### config.mk
export PLATFORM = sky130hd
export DESIGN_NAME = engine_clause_rx
export DESIGN_NICKNAME = d
export VERILOG_FILES = /design/src/rtl/sat_pkg.sv /design/src/rtl/clause_fifo.sv /design/src/rtl/engine_clause_rx.sv
export SDC_FILE = /design/constraint.sdc
export NUM_CORES = 1
export LEC_CHECK = 0
export BUFFER_PORTS_ARGS = -buffer_cell sky130_fd_sc_hd__buf_2
export CAP_MARGIN = 5
export CORE_MARGIN = 8
export CORE_UTILIZATION = 38
export DETAILED_ROUTE_END_ITERATION = 10
export GPL_ROUTABILITY_DRIVEN = 0
export MAX_ROUTING_LAYER = met4
export SETUP_SLACK_MARGIN = 0.1
export SLEW_MARGIN = 15
export SYNTH_ARGS = -nofsm -noshare
export SYNTH_HDL_FRONTEND = slang
export SYNTH_SLANG_ARGS = --single-unit
export TNS_END_PERCENT = 30
### constraint.sdc
create_clock -name clock -period 5.7 [get_ports clock]
set_input_delay 0.855 -clock clock [delete_from_list [all_inputs] [get_ports clock]]
set_output_delay 0.855 -clock clock [all_outputs]
set_load 0.03 [all_outputs]
### src/rtl/sat_pkg.sv
// Shared SAT-engine types: literal/clause widths and the packed clause type.
// Used by the distribution unit and by each per-engine receive block.
package sat_pkg;

  localparam int unsigned LIT_IDX_MAX     = 1024;
  localparam int unsigned CLA_LENGTH      = 3;
  localparam int unsigned VARIABLE_LENGTH = $clog2(LIT_IDX_MAX) + 1;
  localparam int unsigned NUM_ENGINE      = 4;
  localparam int unsigned CLAUSE_W        = CLA_LENGTH * VARIABLE_LENGTH;

  typedef logic signed [VARIABLE_LENGTH-1:0] lit_t;
  // Literal 0 sits in the LSBs.
  typedef lit_t [CLA_LENGTH-1:0] clause_t;

endpackage

### src/rtl/clause_fifo.sv
// Clause storage FIFO with explicit occupancy count and synchronous flush.
// A push is accepted at full occupancy when a pop happens in the same cycle.
module clause_fifo
  import sat_pkg::*;
#(
  parameter int unsigned DEPTH = 8,
  localparam int unsigned PTR_W = $clog2(DEPTH),
  localparam int unsigned CNT_W = PTR_W + 1
) (
  input  logic             i_clk,
  input  logic             i_rst,
  input  logic             i_flush,
  input  logic             i_push,
  input  clause_t          i_data,
  input  logic             i_pop,
  output clause_t          o_data,
  output logic [CNT_W-1:0] o_count,
  output logic             o_empty,
  output logic             o_push_done,
  output logic             o_pop_done
);

  clause_t          r_mem [DEPTH];
  logic [PTR_W-1:0] r_head;
  logic [PTR_W-1:0] r_tail;
  logic [CNT_W-1:0] r_count;

  logic w_empty;
  logic w_pop;
  logic w_push;

  assign w_empty = (r_count == '0);
  assign w_pop   = i_pop & ~w_empty & ~i_flush;
  assign w_push  = i_push & ~i_flush & ((r_count != CNT_W'(DEPTH)) | w_pop);

  always_ff @(posedge i_clk) begin
    if (i_rst || i_flush) begin
      r_head  <= '0;
      r_tail  <= '0;
      r_count <= '0;
    end else begin
      if (w_pop) r_head <= r_head + PTR_W'(1);
      if (w_push) r_tail <= r_tail + PTR_W'(1);
      r_count <= r_count + CNT_W'(w_push) - CNT_W'(w_pop);
    end
  end

  // Storage is not reset; only occupancy decides what is valid.
  always_ff @(posedge i_clk) begin
    if (!i_rst && w_push) r_mem[r_tail] <= i_data;
  end

  assign o_data      = r_mem[r_head];
  assign o_count     = r_count;
  assign o_empty     = w_empty;
  assign o_push_done = w_push & ~i_rst;
  assign o_pop_done  = w_pop & ~i_rst;

endmodule

### src/rtl/engine_clause_rx.sv
// Per-engine clause receiver: buffers granted clauses, raises full one slot early,
// and tracks dropped grants (sticky overflow) and clauses handed to the engine.
module engine_clause_rx
  import sat_pkg::*;
#(
  parameter int unsigned DEPTH = 8,
  localparam int unsigned CNT_W = $clog2(DEPTH) + 1
) (
  input  logic                clock,
  input  logic                reset,
  input  logic                grant_in,
  input  logic [CLAUSE_W-1:0] clause_in,
  output logic                full_out,
  input  logic                flush_in,
  output logic [CLAUSE_W-1:0] clause_out,
  output logic                valid_out,
  input  logic                ready_in,
  output logic                empty_out,
  output logic [CNT_W-1:0]    count_out,
  output logic                overflow_out,
  output logic [15:0]         popped_cnt_out
);

  clause_t          w_head;
  logic [CNT_W-1:0] w_count;
  logic             w_empty;
  logic             w_push_done;
  logic             w_pop_done;
  logic             r_overflow;
  logic [15:0]      r_popped;

  clause_fifo #(
    .DEPTH(DEPTH)
  ) u_fifo (
    .i_clk       (clock),
    .i_rst       (reset),
    .i_flush     (flush_in),
    .i_push      (grant_in),
    .i_data      (clause_in),
    .i_pop       (ready_in),
    .o_data      (w_head),
    .o_count     (w_count),
    .o_empty     (w_empty),
    .o_push_done (w_push_done),
    .o_pop_done  (w_pop_done)
  );

  always_ff @(posedge clock) begin
    if (reset || flush_in) begin
      r_overflow <= 1'b0;
    end else if (grant_in && !w_push_done) begin
      r_overflow <= 1'b1;
    end
  end

  always_ff @(posedge clock) begin
    if (reset) begin
      r_popped <= '0;
    end else if (w_pop_done && (r_popped != 16'hFFFF)) begin
      r_popped <= r_popped + 16'd1;
    end
  end

  // Reserve one slot for a grant already in flight when full rises.
  assign full_out       = (w_count >= CNT_W'(DEPTH - 1));
  assign clause_out     = w_head;
  assign valid_out      = ~w_empty;
  assign empty_out      = w_empty;
  assign count_out      = w_count;
  assign overflow_out   = r_overflow;
  assign popped_cnt_out = r_popped;

endmodule

==> results of run 1 <==
[cell families after synthesis]
logic type,Yosys count,share of synthesized area (%)
AOI/OAI and AO/OA,21,1.26
xor gates and xnor gates,5,0.382
adders and majority gates,11,1.27
buffers and inverters,33,1.15
DFF,294,74.5
muxes,110,17.2
and+or+nand+nor,85,4.27
[registers in the layout, indices dropped and copies added, names as in the netlist, named ones only]
name,cells
u_fifo.r_mem,264
popped_cnt_out,16
u_fifo.o_count,4
u_fifo.r_head,3
u_fifo.r_tail,3
overflow_out,1
[cell usage after synthesis, types with 2 or more instances]
cell	number	area share (%)
buf_1	4	0.13
nand4_1	5	0.27
nor2_1	19	0.62
and3_1	3	0.16
dfxtp_1	30	5.2
nand3_1	10	0.44
nand2_1	9	0.29
clkbuf_1	14	0.46
or4b_1	2	0.17
or4_1	3	0.20
nand4b_1	2	0.15
or2_2	2	0.11
xor2_1	2	0.15
and2_1	2	0.11
mux2i_1	10	0.87
a21oi_1	8	0.35
o41ai_1	3	0.23
edfxtp_1	264	69
mux4_2	66	13
ha_1	10	1.1
a21o_1	2	0.13
xnor2_1	3	0.23
mux2_2	34	3.3
nor4_1	2	0.11
buf_2	5	0.22
nand2b_1	10	0.55
inv_1	8	0.26
nor3_1	6	0.26
[final cells by class]
| class | count | area share (%) |
|---|---|---|
| Antenna cell | 6 | 0.112 |
| Clock buffer | 34 | 5.72 |
| Clock inverter | 22 | 1.16 |
| Inverter | 9 | 0.253 |
| Multi-Input combinational cell | 232 | 21.3 |
| Sequential cell | 294 | 63.8 |
| Tap cell | 390 | 3.65 |
| Timing Repair Buffer | 103 | 4.02 |
[stage by stage]
stage	setup slack (ps)	hold slack (ps)	total power, mW	std cells	area, um^2
after floorplan	1550	454	2.54	559	11500
after global placement	2210	480	2.61	1028	12400
after detailed placement	2130	476	2.62	1028	12400
after CTS	1610	492	4.44	1084	13400
after global routing	1490	538	4.54	1090	13400
final	1760	492	4.38	1090	13400
[layout by cell type, fill, tap and decap left out, types with 7 or more instances in the layout]
master,n
a21oi_1,8
buf_2,94
buf_4,9
clkbuf_16,30
clkinv_1,10
clkinv_2,7
dfxtp_1,27
edfxtp_1,264
ha_1,10
inv_1,8
mux2_2,34
mux2i_1,10
mux4_2,66
nand2_1,9
nand2b_1,10
nand3_1,10
nor2_1,13
[worst reg2reg max path, stage by stage (launching register included)]
cell      delay (ps)
dfxtp_1          350
inv_1             90
ha_1             210
or2b_1           250
nand3_1          140
nand4b_1         390
nor3_2           890
buf_4            490
[final timing paths]
kind / from / endpoint / cells after the start
max: flop / clause_out[26] / 4
min: u_fifo.r_head[1]$_SDFFE_PP0N_ / flop / 2
max reg2reg: u_fifo.o_count[2]$_SDFF_PP0_ / u_fifo.r_mem[0][32]$_DFFE_PP_ / 7
min reg2reg: u_fifo.r_head[1]$_SDFFE_PP0N_ / flop / 2
[metal layers]
metal / vias up / global-route usage, % / routed length (um)
met1: 2916 / 16.7 / 10200
met5: - / - / 0
li1: 2527 / - / -
met4: 0 / 2.53 / 365
met2: 144 / 21.5 / 11100
met3: 37 / 3.75 / 1430
[where the power goes]
part	internal, mW	total, mW	switching [mW]
Sequential	2.36	2.37	0.0155
Clock	1.01	1.81	0.797
Combinational	0.0762	0.194	0.118
Total	3.45	4.38	0.930
==> results.json, run 1 <==
{
  "startpoint_type": "flop",
  "path_max_fanout": 49,
  "antenna_found_initial": 6,
  "slowest_delay_ps": 1020,
  "die_w_um": 190,
  "fin_setup_tns_ps": 0,
  "p_per_area_nw_per_um2": 327,
  "dieArea_um2": 35900,
  "drive_gt1_share_pct": 38.2,
  "synthFlopType": "edfxtp_1",
  "slew_violations": 0,
  "grt_overflow": 0,
  "synth-edff-count": 264,
  "first_global_vias": 6200,
  "hold_viol_final": 0,
  "finalSetupViolCount": 0,
  "postRouteAntennaNets": 0,
  "path_buf_inv": 2,
  "hold_path.class": "flop to flop",
  "cp.required_ps": 4850,
  "worstPathCellList": "buf_4, mux4_2, mux2_2, buf_2",
  "crit_family": "flip-flops",
  "ctsLongestPathBuffers": 3,
  "synth_nets": 608,
  "maxCapViolCount": 0,
  "fmax_ghz": 0.254,
  "start_util_pct": 38.6,
  "htreeDepth": 1,
  "multi_input_area_um2": 2850,
  "seq_area_um2": 8540,
  "cts_tree": "yes",
  "coreArea_um2": 29600,
  "path_clk_slew_ps": 60,
  "num_vias": 5624,
  "grt_pass1_wl_um": 36300,
  "drtIter0Drc": 286,
  "netlist_instances": 559,
  "ir_drop_uv": 240,
  "track_usage_pct": 13.3,
  "crit_type": "flop to output port",
  "drc_errors": 0,
  "drt_pass1_iterations": 4,
  "insertion_delay_ps": 550,
  "ys_seq_area_share_pct": 74.5,
  "period_needed_ps": 3940,
  "area_growth_pct": 16.8,
  "routed_wl_um": 23200,
  "p_leak_nw": 4.32,
  "die_y_um": 190,
  "row_count": 63,
  "grt_max_degree": 67,
  "yosysWarnings": 0,
  "via_per_inst": 5.16,
  "io_pins": 95,
  "cts_resized": 0,
  "rsz0062_at_grt": "no",
  "r2r_setup_slack_ps": 2560,
  "finClkSkew_ps": 11.4,
  "worstMarginPinSlew_ps": 1080,
  "clock_sinks": 294,
  "post_cts_buffers": 0,
  "synth-seq-cells": 294,
  "nets": 719,
  "cp_slowest_cell": "dfxtp_4",
  "critPathCaptureType": "output port",
  "synth_area_per_cell_um2": 20.5,
  "critPathArrivalTime_ps": 3090,
  "wl_per_cell_um": 21.3,
  "syn_area_um2": 11500,
  "place_hpwl_um": 13600,
  "postLayoutCoreUtil_pct": 45.1,
  "synthArstFlopShare_pct": 0,
  "numCtsBuffers": 30,
  "relSlewSlack_pct": 28.1,
  "min_period_over_period_pct": 69.1,
  "root_buffer": "clkbuf_16",
  "synth.distinct_cells": 49,
  "fill_cells": 2547,
  "io_buffers": 94,
  "ctsHoldBuffers": 0,
  "status": "completed"
}
Note: power is estimated with default switching activity, not from simulation.
==> run 2, diff against run 1 <==
==> constraint.sdc (replaced) <==
create_clock -name clock -period 3.6 [get_ports clock]
set_input_delay 0.54 -clock clock [delete_from_list [all_inputs] [get_ports clock]]
set_output_delay 0.54 -clock clock [all_outputs]
set_load 0.03 [all_outputs]
==> run 2 against run 1 <==
Net effect: global-route usage down 0.38 points; final cell count down 0.28%; combinational power rose by 64%; total power up 60%; register-to-register slack got worse by 1700 ps; sequential share of layout area fell by 0.37 points; clock power increased by 64%; clock-buffer cell count up 3; largest power group unchanged.
==> results.json, run 2 (synthesis results as in run 1) <==
{
  "status": "completed",
  "crit_family": "multiplexers",
  "fill_cells": 2565,
  "crit_type": "flop to output port",
  "critPathCaptureType": "output port",
  "num_vias": 5637,
  "post_cts_buffers": 0,
  "ctsHoldBuffers": 0,
  "slew_violations": 0,
  "finClkSkew_ps": 13.7,
  "insertion_delay_ps": 550,
  "r2r-end": "u_fifo.r_mem[4][19]$_DFFE_PP_",
  "first_global_vias": 6204,
  "die_w_um": 190,
  "coreArea_um2": 29600,
  "r2r_setup_slack_ps": 880,
  "dp.cells": 1031,
  "dieArea_um2": 35900,
  "drive_gt1_share_pct": 38.1,
  "p_leak_nw": 4.35,
  "drc_errors": 0,
  "path_clk_slew_ps": 60,
  "worstMarginPinSlew_ps": 1040,
  "top_usage_layer": "met2",
  "fmax_ghz": 0.325,
  "nets": 722,
  "use_met1_pct": 16.4,
  "io_pins": 95,
  "hold_viol_final": 0,
  "htreeDepth": 1,
  "grt.met3_usage_pct": 2.80,
  "die_y_um": 190,
  "root_buffer": "clkbuf_16",
  "routed_wl_um": 22500,
  "grt_pass1_wl_um": 35300,
  "row_count": 63,
  "finalSetupViolCount": 0,
  "postRouteAntennaNets": 0,
  "antenna_found_initial": 1,
  "path_buf_inv": 2,
  "grt_max_degree": 38,
  "path_max_fanout": 25,
  "cp.required_ps": 3060,
  "numCtsBuffers": 30,
  "cp_slowest_cell": "dfxtp_4",
  "finalNonFillerCells": 1087,
  "track_usage_pct": 12.9,
  "period_needed_ps": 3080,
  "ctsLongestPathBuffers": 3,
  "maxCapViolCount": 0,
  "met2_usage_pct": 21.1,
  "largest_reg_flops": 264,
  "wl_per_cell_um": 20.7,
  "place_hpwl_um": 13500,
  "worstPathCellList": "buf_12, mux4_2, mux2_2, buf_2",
  "p_per_area_nw_per_um2": 522,
  "fin_setup_tns_ps": 0,
  "via_per_inst": 5.19,
  "rsz0062_at_grt": "no",
  "reg2reg_from": "u_fifo.o_count[2]$_SDFF_PP0_",
  "ir_drop_uv": 379,
  "cts_resized": 0,
  "clock_sinks": 294,
  "grt_overflow": 0,
  "drtIter0Drc": 253,
  "drt_pass1_iterations": 4,
  "regMostFlops": "u_fifo.r_mem",
  "start_util_pct": 38.6,
  "cts_tree": "yes",
  "final_common_cell": "edfxtp_1",
  "crit_cells": 4,
  "hold_path.class": "input port to flop",
  "relSlewSlack_pct": 30.9,
  "slowest_delay_ps": 620,
  "area_growth_pct": 17.5,
  "hold_depth": 1,
  "startpoint_type": "flop",
  "hp-start": "clause_in[6]",
  "reg2regPathDepth": 7,
  "mostFrequentLayoutCells": "edfxtp_1, buf_2, mux4_2",
  "critPathArrivalTime_ps": 2540,
  "min_to": "u_fifo.r_mem[2][6]$_DFFE_PP_",
  "min_period_over_period_pct": 85.4,
  "io_buffers": 94
}
-- run 2: changes by cell type in the layout (fill, tap and decap cells not counted), sizes merged --
| cell | before | now |
|---|---|---|
| buf | 103 | 106 |
| clkbuf | 34 | 37 |
| diode | 6 | 1 |
| inv | 11 | 10 |
| bufinv | 1 | 3 |
| clkinvlp | 1 | 0 |
| clkinv | 18 | 14 |
-- run 2: worst register-to-register path, delay by kind of cell, from the launching register on --
family | cells | cell delay (ps)
adders and majority gates | 1 | 200
buffers and inverters | 2 | 340
DFF | 1 | 360
and+or+nand+nor | 4 | 1510
-- run 2: area by class of cell --
| cell class | count | area (um^2) | area share, % |
|---|---|---|---|
| flip-flops and latches | 294 | 8540 | 63.4 |
| clock inverters | 18 | 169 | 1.26 |
| inverters | 9 | 33.8 | 0.251 |
| well taps | 390 | 488 | 3.63 |
| repair buffers | 106 | 598 | 4.44 |
| diodes | 1 | 2.50 | 0.0186 |
| multi-input cells | 232 | 2850 | 21.2 |
| clock buffers | 37 | 777 | 5.77 |
-- run 2: where the power goes --
part / internal, mW / switching (mW) / leakage [nW]
logic: 0.123 / 0.195 / 1.27
clock network: 1.74 / 1.22 / 0.462
registers: 3.74 / 0.0155 / 2.62
-- run 2: routing by layer --
metal / vias to the layer above / wire length [um]
li1: 2525 / -
met1: 2945 / 10000
met2: 132 / 11100
met3: 35 / 1070
met4: 0 / 400
met5: - / 0
-- run 2: through the flow --
stage	utilization (%)	hold slack (ps)	area [um^2]	setup WS (ps)	total power, mW
2_1_floorplan	-	454	11500	-524	4.03
3_3_place_gp	42.2	485	12500	867	4.14
3_5_place_dp	42.2	500	12500	831	4.15
4_1_cts	45.4	230	13500	466	7.10
5_1_grt	45.4	244	13500	375	7.25
6_report	45.4	258	13500	524	7.03
-- run 2: worst max-delay path by stage --
| stage | startpoint | endpoint | slack (ps) |
|---|---|---|---|
| 2_1_floorplan | u_fifo.o_count[2]$_SDFF_PP0_ | u_fifo.r_mem[1][0]$_DFFE_PP_ | -520 |
| 3_3_place_gp | ready_in | u_fifo.r_mem[4][23]$_DFFE_PP_ | 870 |
| 3_5_place_dp | reset | u_fifo.r_mem[4][23]$_DFFE_PP_ | 830 |
| 4_1_cts | flop | clause_out[13] | 470 |
| 5_1_grt | flop | clause_out[25] | 370 |
| 6_report | flop | clause_out[28] | 520 |
==> run 3, diff against run 2 <==
--- a/config.mk
+++ b/config.mk
@@ -16,5 +16,6 @@
 export SLEW_MARGIN = 15
 export SYNTH_ARGS = -nofsm -noshare
 export SYNTH_HDL_FRONTEND = slang
+export SYNTH_HIERARCHICAL = 1
 export SYNTH_SLANG_ARGS = --single-unit
 export TNS_END_PERCENT = 30
==> run 3 against run 2 <==
Net effect: clock skew down 5.7 ps; first-iteration DRC count up 46%; clock power up 4%; design area up 1.1%; area after synthesis up 0.72%; critical path depth unchanged; total power about the same; final cell count up 2.2%.
==> results.json, run 3 <==
{
  "status": "completed",
  "critPathCaptureType": "output port",
  "cp_slowest_cell": "dfxtp_4",
  "num_vias": 5800,
  "synth-edff-count": 264,
  "fin_area_um2": 13600,
  "synth_nets": 620,
  "drive_gt1_share_pct": 39.6,
  "grt_max_degree": 40,
  "final_common_cell": "edfxtp_1",
  "synth.distinct_cells": 47,
  "synthAdderAreaFrac_pct": 1.04,
  "hold_viol_final": 0,
  "drtIter0Drc": 369,
  "die_w_um": 190,
  "grt_pass1_wl_um": 37500,
  "via_per_inst": 5.22,
  "numCtsBuffers": 31,
  "synth-seq-cells": 294,
  "ctsLongestPathBuffers": 3,
  "period_needed_ps": 3130,
  "switching_share_pct": 20.0,
  "synth_top_family_by_area": "multiplexers",
  "clock_sinks": 294,
  "p_int_mw": 5.62,
  "maxCapViolCount": 0,
  "first_global_vias": 6391,
  "io_buffers": 94,
  "yosys-mux-area-fraction_pct": 16.7,
  "postRouteAntennaNets": 0,
  "dpl_cell_area_um2": 12600,
  "root_buffer": "clkbuf_16",
  "p_clk_share_pct": 43.8,
  "fmax_ghz": 0.320,
  "synth.top_cell.area_share_pct": 68.7,
  "synthArstFlopShare_pct": 0,
  "power.switching_mw": 1.41,
  "finClkSkew_ps": 7.97,
  "cts_tree": "yes",
  "min_period_over_period_pct": 86.8,
  "largest_reg_flops": 264,
  "ir_drop_uv": 365,
  "synthFlopType": "edfxtp_1",
  "critPathArrivalTime_ps": 2590,
  "synth_top_cells_by_area": "edfxtp_1, mux4_2, dfxtp_1",
  "finalWorstSetupSlack_ps": 474,
  "dieArea_um2": 36200,
  "area_growth_pct": 18.0,
  "yosysWarnings": 6,
  "mostFrequentLayoutCells": "edfxtp_1, buf_2, mux4_2",
  "crit_family": "multiplexers",
  "grt_overflow": 0,
  "p_leak_nw": 4.39,
  "antenna_found_initial": 4,
  "rsz0062_at_grt": "no",
  "postLayoutCoreUtil_pct": 45.7,
  "ctsHoldBuffers": 0,
  "share_comb_of_total_power_pct": 2.9,
  "htreeDepth": 1,
  "hold_path.class": "input port to flop",
  "row_count": 63,
  "io_pins": 95,
  "routed_wl_um": 24400,
  "post-synth-top-count-cell": "edfxtp_1",
  "p_per_area_nw_per_um2": 516,
  "path_buf_inv": 2,
  "power_mw": 7.03,
  "post-place-ws_ps": 982,
  "cp.required_ps": 3060,
  "track_usage_pct": 13.8,
  "coreArea_um2": 29800,
  "synth_xor_area_share_pct": 0.0759,
  "insertion_delay_ps": 540,
  "place_hpwl_um": 14400,
  "wl_per_cell_um": 22.0,
  "worstMarginPinSlew_ps": 1150,
  "slew_violations": 0,
  "drt_pass1_iterations": 5,
  "synth_top_area_cell": "edfxtp_1",
  "slowest_delay_ps": 710,
  "nets": 740,
  "fill_cells": 2549,
  "synth-compound-area-share_pct": 2.12,
  "netlist_instances": 573,
  "post_cts_buffers": 0,
  "finalSetupViolCount": 0,
  "ys_top_cells_by_count": "edfxtp_1, mux4_2, mux2_2",
  "drc_errors": 0,
  "syn_area_um2": 11500,
  "whs_ps": 267,
  "path_clk_slew_ps": 60,
  "start_util_pct": 38.7,
  "synth_area_per_cell_um2": 20.1,
  "worstPathCellList": "buf_4, mux4_2, mux2_2, buf_2",
  "cts_resized": 0,
  "relSlewSlack_pct": 23.6,
  "startpoint_type": "flop",
  "die_y_um": 190,
  "ys_seq_area_share_pct": 73.9,
  "seq_power_share_pct": 53.2,
  "synthSimpleGateAreaFrac_pct": 4.57,
  "crit_type": "flop to output port",
  "path_max_fanout": 25,
  "regMostFlops": "u_fifo/r_mem"
}
-- run 3: worst register-to-register path: cells and delay by family, from the launching register on --
family | cells | cell delay (ps)
DFF | 1 | 350
AOI/OAI and AO/OA | 1 | 160
adders and majority gates | 1 | 200
and+or+nand+nor | 5 | 1590
buffers and inverters | 1 | 80
-- run 3: final timing paths --
kind	from	to	slack, ps	cells past startpoint
setup / recovery	flop	clause_out[27]	470	4
hold / removal	flush_in	overflow_out$_SDFFE_PP0P_	270	2
setup reg to reg	u_fifo/o_count[2]$_SDFF_PP0_	popped_cnt_out[11]$_SDFFE_PP0P_	1140	8
hold reg to reg	u_fifo/r_head[2]$_SDFFE_PP0N_	flop	490	2
-- run 3: logic make-up after synthesis --
logic type      after synthesis
mux                         105
buf+inv                      36
flops                       294
simple gates                 88
xor+xnor                      1
fa+ha+maj                     9
compound gates               40
-- run 3: power by group through the flow --
| stage | Combinational (mW) | Sequential, mW | Clock (mW) |
|---|---|---|---|
| after floorplan | 0.109 | 3.82 | 0 |
| after global placement | 0.203 | 3.81 | 0 |
| after detailed placement | 0.211 | 3.81 | 0 |
| after CTS | 0.211 | 3.74 | 3.17 |
| after global routing | 0.227 | 3.74 | 3.29 |
| final | 0.207 | 3.74 | 3.08 |
-- run 3: layout make-up --
type                            instances  area (um^2)  share of cell area [%]
Antenna cell                            4         10.0                  0.0736
Clock buffer                           37          808                    5.94
Clock inverter                         20          189                    1.39
Inverter                               11         41.3                   0.304
Multi-Input combinational cell        243         2890                    21.2
Sequential cell                       294         8540                    62.8
Tap cell                              390          488                    3.59
Timing Repair Buffer                  112          643                    4.73
-- run 3: metrics by stage --
step,cells,setup TNS (ps)
6_report,1111,0
5_1_grt,1111,0
4_1_cts,1107,0
3_5_place_dp,1050,0
3_3_place_gp,1050,0
2_1_floorplan,573,-85730
-- run 3: layer usage --
metal | up-vias | track usage (%) | part of all wire (%)
met1 | 2993 | 17.1 | 43
met5 | - | - | 0
met4 | 0 | 3.16 | 1.7
li1 | 2601 | - | -
met2 | 173 | 22.8 | 49
met3 | 33 | 3.46 | 6.4
